[config.mk]
export PLATFORM = sky130hd
export DESIGN_NAME = id_ex_stage
export DESIGN_NICKNAME = d
export VERILOG_FILES = /design/src/rtl/cpu_pkg.sv /design/src/rtl/load_use_detect.sv /design/src/rtl/id_ex_stage.sv
export SDC_FILE = /design/constraint.sdc
export NUM_CORES = 1
export LEC_CHECK = 0
export CAP_MARGIN = 20
export CORE_MARGIN = 2
export CORE_UTILIZATION = 38
export CTS_BUF_LIST = sky130_fd_sc_hd__clkbuf_4
export DETAILED_ROUTE_END_ITERATION = 12
export PLACE_DENSITY_LB_ADDON = 0.25
export SLEW_MARGIN = 20
export SYNTH_ARGS = -nofsm -noshare
export SYNTH_HDL_FRONTEND = slang
export SYNTH_HIERARCHICAL = 1
export SYNTH_SLANG_ARGS = --single-unit
[constraint.sdc]
create_clock -name clk -period 2 [get_ports clk]
set_clock_uncertainty 0.2 [all_clocks]
set_input_delay 0.2 -clock clk [delete_from_list [all_inputs] [get_ports clk]]
set_output_delay 0.2 -clock clk [all_outputs]
set_load 0.005 [all_outputs]
[src/rtl/cpu_pkg.sv]
// Shared constants for the 16-bit pipelined core: datapath widths and ALU operation encodings
// used by decode and execute.
package cpu_pkg;

    localparam int unsigned DATA_W  = 16;
    localparam int unsigned REG_W   = 3;
    localparam int unsigned ALUOP_W = 5;

    typedef enum logic [ALUOP_W-1:0] {
        ALU_ADD   = 5'h00,
        ALU_SUB   = 5'h01,
        ALU_AND   = 5'h02,
        ALU_OR    = 5'h03,
        ALU_XOR   = 5'h04,
        ALU_SLL   = 5'h05,
        ALU_SRL   = 5'h06,
        ALU_SRA   = 5'h07,
        ALU_SLT   = 5'h08,
        ALU_SLTU  = 5'h09,
        ALU_PASSB = 5'h0A
    } alu_op_e;

    localparam logic [15:0] STALL_CNT_MAX = 16'hFFFF;

endpackage

[src/rtl/load_use_detect.sv]
// Load-use hazard detector: flags a decode instruction that reads the register
// being loaded by the instruction currently in EX. Purely combinational.
module load_use_detect #(
    parameter int unsigned REG_W = cpu_pkg::REG_W
) (
    input  logic             id_valid_i,
    input  logic [REG_W-1:0] id_read1regsel_i,
    input  logic [REG_W-1:0] id_read2regsel_i,
    input  logic             id_use1_i,
    input  logic             id_use2_i,
    input  logic             ex_valid_i,
    input  logic             ex_memread_i,
    input  logic             ex_regwrite_i,
    input  logic [REG_W-1:0] ex_writeregsel_i,
    output logic             hazard_o
);

    logic src1_match;
    logic src2_match;
    logic ex_is_load;

    // Register 0 is an ordinary register, so selector matches are never suppressed.
    assign src1_match = id_use1_i & (id_read1regsel_i == ex_writeregsel_i);
    assign src2_match = id_use2_i & (id_read2regsel_i == ex_writeregsel_i);
    assign ex_is_load = ex_valid_i & ex_memread_i & ex_regwrite_i;

    assign hazard_o = id_valid_i & ex_is_load & (src1_match | src2_match);

endmodule

[src/rtl/id_ex_stage.sv]
// Decode-to-execute pipeline register with load-use bubble insertion, hold and flush.
// Optional macro ID_EX_STALL_CNT_EN adds a saturating bubble counter on port stall_cnt.
module id_ex_stage #(
    parameter int unsigned DATA_W  = cpu_pkg::DATA_W,
    parameter int unsigned REG_W   = cpu_pkg::REG_W,
    parameter int unsigned ALUOP_W = cpu_pkg::ALUOP_W
) (
    input  logic               clk,
    input  logic               rst,
    input  logic               id_valid,
    input  logic [REG_W-1:0]   id_read1regsel,
    input  logic [REG_W-1:0]   id_read2regsel,
    input  logic               id_use1,
    input  logic               id_use2,
    input  logic [DATA_W-1:0]  id_read1data,
    input  logic [DATA_W-1:0]  id_read2data,
    input  logic [DATA_W-1:0]  id_imm,
    input  logic [DATA_W-1:0]  id_pc,
    input  logic [REG_W-1:0]   id_writeregsel,
    input  logic               id_regwrite,
    input  logic               id_memread,
    input  logic               id_memwrite,
    input  logic [ALUOP_W-1:0] id_aluop,
    input  logic               ex_hold,
    input  logic               flush,
    output logic               id_stall,
    output logic               ex_valid,
    output logic [DATA_W-1:0]  ex_read1data,
    output logic [DATA_W-1:0]  ex_read2data,
    output logic [DATA_W-1:0]  ex_imm,
    output logic [DATA_W-1:0]  ex_pc,
    output logic [REG_W-1:0]   ex_read1regsel,
    output logic [REG_W-1:0]   ex_read2regsel,
    output logic [REG_W-1:0]   ex_writeregsel,
    output logic               ex_regwrite,
    output logic               ex_memread,
    output logic               ex_memwrite,
    output logic [ALUOP_W-1:0] ex_aluop,
    output logic               err
`ifdef ID_EX_STALL_CNT_EN
    ,
    output logic [15:0]        stall_cnt
`endif
);

    import cpu_pkg::*;

    logic               hazard;

    logic               valid_q,    valid_d;
    logic [DATA_W-1:0]  rd1_q,      rd1_d;
    logic [DATA_W-1:0]  rd2_q,      rd2_d;
    logic [DATA_W-1:0]  imm_q,      imm_d;
    logic [DATA_W-1:0]  pc_q,       pc_d;
    logic [REG_W-1:0]   rs1_q,      rs1_d;
    logic [REG_W-1:0]   rs2_q,      rs2_d;
    logic [REG_W-1:0]   wsel_q,     wsel_d;
    logic               regwrite_q, regwrite_d;
    logic               memread_q,  memread_d;
    logic               memwrite_q, memwrite_d;
    logic [ALUOP_W-1:0] aluop_q,    aluop_d;
    logic               err_q,      err_d;

    load_use_detect #(
        .REG_W (REG_W)
    ) u_load_use_detect (
        .id_valid_i       (id_valid),
        .id_read1regsel_i (id_read1regsel),
        .id_read2regsel_i (id_read2regsel),
        .id_use1_i        (id_use1),
        .id_use2_i        (id_use2),
        .ex_valid_i       (valid_q),
        .ex_memread_i     (memread_q),
        .ex_regwrite_i    (regwrite_q),
        .ex_writeregsel_i (wsel_q),
        .hazard_o         (hazard)
    );

    assign id_stall = ex_hold | (hazard & ~flush);

    // Flush beats hold beats bubble beats load; data fields simply hold on flush/bubble.
    always_comb begin
        valid_d    = valid_q;
        rd1_d      = rd1_q;
        rd2_d      = rd2_q;
        imm_d      = imm_q;
        pc_d       = pc_q;
        rs1_d      = rs1_q;
        rs2_d      = rs2_q;
        wsel_d     = wsel_q;
        regwrite_d = regwrite_q;
        memread_d  = memread_q;
        memwrite_d = memwrite_q;
        aluop_d    = aluop_q;
        err_d      = err_q;
        if (flush || (!ex_hold && hazard)) begin
            valid_d    = 1'b0;
            regwrite_d = 1'b0;
            memread_d  = 1'b0;
            memwrite_d = 1'b0;
            err_d      = 1'b0;
        end else if (!ex_hold) begin
            valid_d    = id_valid;
            rd1_d      = id_read1data;
            rd2_d      = id_read2data;
            imm_d      = id_imm;
            pc_d       = id_pc;
            rs1_d      = id_read1regsel;
            rs2_d      = id_read2regsel;
            wsel_d     = id_writeregsel;
            regwrite_d = id_regwrite & id_valid;
            memread_d  = id_memread  & id_valid;
            memwrite_d = id_memwrite & id_valid;
            aluop_d    = id_aluop;
            err_d      = id_valid & id_memread & id_memwrite;
        end
    end

    always_ff @(posedge clk or negedge rst) begin
        if (!rst) begin
            valid_q    <= 1'b0;
            rd1_q      <= '0;
            rd2_q      <= '0;
            imm_q      <= '0;
            pc_q       <= '0;
            rs1_q      <= '0;
            rs2_q      <= '0;
            wsel_q     <= '0;
            regwrite_q <= 1'b0;
            memread_q  <= 1'b0;
            memwrite_q <= 1'b0;
            aluop_q    <= '0;
            err_q      <= 1'b0;
        end else begin
            valid_q    <= valid_d;
            rd1_q      <= rd1_d;
            rd2_q      <= rd2_d;
            imm_q      <= imm_d;
            pc_q       <= pc_d;
            rs1_q      <= rs1_d;
            rs2_q      <= rs2_d;
            wsel_q     <= wsel_d;
            regwrite_q <= regwrite_d;
            memread_q  <= memread_d;
            memwrite_q <= memwrite_d;
            aluop_q    <= aluop_d;
            err_q      <= err_d;
        end
    end

    assign ex_valid       = valid_q;
    assign ex_read1data   = rd1_q;
    assign ex_read2data   = rd2_q;
    assign ex_imm         = imm_q;
    assign ex_pc          = pc_q;
    assign ex_read1regsel = rs1_q;
    assign ex_read2regsel = rs2_q;
    assign ex_writeregsel = wsel_q;
    assign ex_regwrite    = regwrite_q;
    assign ex_memread     = memread_q;
    assign ex_memwrite    = memwrite_q;
    assign ex_aluop       = aluop_q;
    assign err            = err_q;

`ifdef ID_EX_STALL_CNT_EN
    logic [15:0] stall_cnt_q, stall_cnt_d;

    // Counts only genuine bubble insertions, not cycles where hold or flush masks a hazard.
    always_comb begin
        stall_cnt_d = stall_cnt_q;
        if (!flush && !ex_hold && hazard && (stall_cnt_q != STALL_CNT_MAX)) begin
            stall_cnt_d = stall_cnt_q + 16'd1;
        end
    end

    always_ff @(posedge clk or negedge rst) begin
        if (!rst) begin
            stall_cnt_q <= '0;
        end else begin
            stall_cnt_q <= stall_cnt_d;
        end
    end

    assign stall_cnt = stall_cnt_q;
`endif

endmodule

==> results.toml <==
[clock_tree]
clock-root-buffer = "clkbuf_4"
clkTransAtPathRegs_ns = 0.15
cts_tree = "done"
cts_sinks = 83
cts_buffers = 9
clk_path_buf_depth = 2
clk_latency_ns = 0.41
htree_levels = 3

[drt]
ant_nets = 0
vias_per_cell = 4.60
avgRoutedWirePerCell_microns = 16.4
dr_total_vias = 2291
drc = 0
first_pass_iters = 4
drt_iter0_markers = 12
drt_wl_total_microns = 8190

[power]
pwr-share-comb = 0.299
switching_share = 0.255
p_leak_uw = 0.00245
p_clk_frac = 0.208
p_seq_frac = 0.494
p_per_area_mw_per_mm2 = 741
ir_drop_v = 0.000465
power.net_switching_uw = 1060
p_int_uw = 3090

[outcome]
violations = "negative setup slack"
status = "finished with violations"

[place]
dp_slack_ns = -0.457
portBuffers = 171
post-dp-hpwl_microns = 5990
gp_congestion = 0.742
placed_area_sq_mm = 0.00536

[floorplan]
ios = 172
start_util = 0.384
die_h_microns = 100
die_x_microns = 100
fp.dieArea_sq_mm = 0.0100
core_sq_mm = 0.00911
std_cell_rows = 35

[synthesis]
synth_edf_count = 0
seq_area_frac_synth = 0.593
ys_types = 17
yosysWarnings = 6
syn_nets = 278
synth_seq_cells = 83
synth_area_sq_mm = 0.00350
synthArstFlopShare = 1.00
synthFlopType = "dfrtp_1"
synthCells = 190
syn_avg_cell_area_sq_um = 18.4

[sta]
worst_hold_slack_ns = 0.0224
finalHoldViolCount = 0
finalCriticalPeriod_ns = 2.13
clock.fmax_ghz = 0.470
setup_viol = 79
fin_crit_sh = 1.06
drv_slew = 0
rsz0062_at_grt = "yes"
worstMarginPinSlew_ns = 0.409
setup_ws_ns = -0.127
relSlewSlack = 0.727

[worst_hold_path]
min_path_type = "in2async"

[cells_and_area]
final_area_sq_mm = 0.00561
syn2layout_area_growth_pct = 60.1
fillers = 722
drive_above_1_share = 0.295
final_util = 0.615
antenna_cells = 0
final_nets = 470

[critical_path]
worstPathMaxFanout = 12
start_kind = "register"
crit_arrival_ns = 2.24
critPathKind = "reg2reg"
required_ns = 2.11
cp-end-kind = "register"

[global_routing]
grt_pass1_wl_microns = 12600
grt_max_degree = 42
grt_pass1_vias = 2492
grt_antenna_before_repair = 0
gr-usage-all-layers = 0.163
grt-ovfl-total = 0

[run]
drv_cap = 0
-- placed cells by master (no fill, tap or decap) --
cell type and instances:
xnor2_2 2, buf_12 5, and3_1 1, dlygate4sd3_1 1, a32o_1 3, xnor2_1 4
a21o_1 1, nor3_4 1, buf_8 1, clkinv_2 2, buf_2 1, mux2_4 68
nand4_1 3, clkdlybuf4s50_1 169, dfrtp_1 82, inv_1 1, mux2_1 5, clkbuf_4 9
a22o_1 2, mux2_2 5, buf_6 4, inv_6 2, a21oi_2 1, dfrtp_2 1
clkinvlp_4 1, nor2b_1 1, clkbuf_16 1, buf_4 8, clkinv_4 2
-- critical path: stages, from the launching register on --
cell     delay (ns)
dfrtp_2        0.47
xnor2_2        0.16
nand4_1        0.09
a21oi_2        0.08
buf_4          0.14
nor3_4         0.24
buf_6          0.19
buf_12         0.16
mux2_4         0.30
-- per-layer routing --
layer,GRT usage,share of wire,up-vias
met5,0,0,-
met4,0.0643,0.017,0
met3,0.0467,0.071,12
met2,0.265,0.49,89
met1,0.206,0.42,1132
li1,-,-,1058
-- path summary, 6_finish.rpt --
| kind | start | to | slack, ns | depth (start not counted) |
|---|---|---|---|---|
| setup / recovery | ex_writeregsel[2]$_DFFE_PN0P_ | ex_read2data[5]$_DFFE_PN0P_ | -0.13 | 8 |
| hold / removal | rst | ex_imm[2]$_DFFE_PN0P_ | 0.02 | 2 |
| setup reg to reg | ex_writeregsel[2]$_DFFE_PN0P_ | ex_read2data[5]$_DFFE_PN0P_ | -0.13 | 8 |
| hold reg to reg | ex_read2data[10]$_DFFE_PN0P_ | ex_read2data[10]$_DFFE_PN0P_ | 0.31 | 1 |
| max in group asynchronous | rst | ex_read1data[1]$_DFFE_PN0P_ | 1.00 | 3 |
| min in group clk | id_imm[3] | ex_imm[3]$_DFFE_PN0P_ | 0.18 | 2 |
-- logic make-up after synthesis --
| group | synth area share |
|---|---|
| xor gates and xnor gates | 0.0150 |
| muxes | 0.315 |
| DFF | 0.593 |
| buffers and inverters | 0.0461 |
| AOI/OAI and AO/OA | 0.0171 |
| and+or+nand+nor | 0.0136 |
-- cell usage after synthesis, types with 2 or more instances --
library cell,n,area share
dfrtp_1,83,0.59
a22o_1,2,0.0050
mux2_1,5,0.016
xnor2_1,6,0.015
buf_12,6,0.034
mux2_2,13,0.042
mux2_4,60,0.26
a32o_1,3,0.0086
buf_8,2,0.0086
nand4_1,3,0.0054
-- cell type report --
| cell class | instances | area, sq um | share of cell area |
|---|---|---|---|
| Tap cell | 111 | 139 | 0.0248 |
| Timing Repair Buffer | 190 | 1950 | 0.348 |
| Multi-Input combinational cell | 97 | 1310 | 0.234 |
| Clock buffer | 9 | 67.6 | 0.0121 |
| Inverter | 1 | 3.75 | 0.000670 |
| Clock inverter | 7 | 52.6 | 0.00937 |
| Sequential cell | 83 | 2080 | 0.371 |
-- power by group through the flow --
stage | clock [uW] | sequential, uW | combinational, uW
after detailed placement | 0 | 2080 | 1220
after CTS | 915 | 2050 | 1250
after global routing | 965 | 2080 | 1330
after global placement | 0 | 2070 | 1200
final | 862 | 2050 | 1240
after floorplan | 0 | 2090 | 425
-- metrics by stage --
step | power (uW) | std cells | setup TNS (ns)
2_1_floorplan | 2520 | 190 | 0
3_3_place_gp | 3270 | 477 | -32.46
3_5_place_dp | 3300 | 477 | -32.87
4_1_cts | 4220 | 497 | -8.19
5_1_grt | 4380 | 498 | -16.30
6_report | 4160 | 498 | -7.83
-- state kept, by name, summed over array words and instances, names as in the netlist, 3 cells and up --
register	flops
ex_pc	16
ex_read1data	16
ex_writeregsel	3
ex_aluop	5
ex_imm	16
ex_read2data	16
ex_read1regsel	3
ex_read2regsel	3
-- what timing repair did --
| item | in CTS | in global routing |
|---|---|---|
| setup endpoints to repair | 84 | 84 |
| gates resized for setup | 17 | 5 |
| endpoints found under the hold margin | 83 | 0 |
| hold buffers | 1 | 0 |
| setup buffers | 3 | 0 |
| cloned | 0 | 1 |
| pin swaps | 7 | 0 |
(Power assumes the default switching activity.)
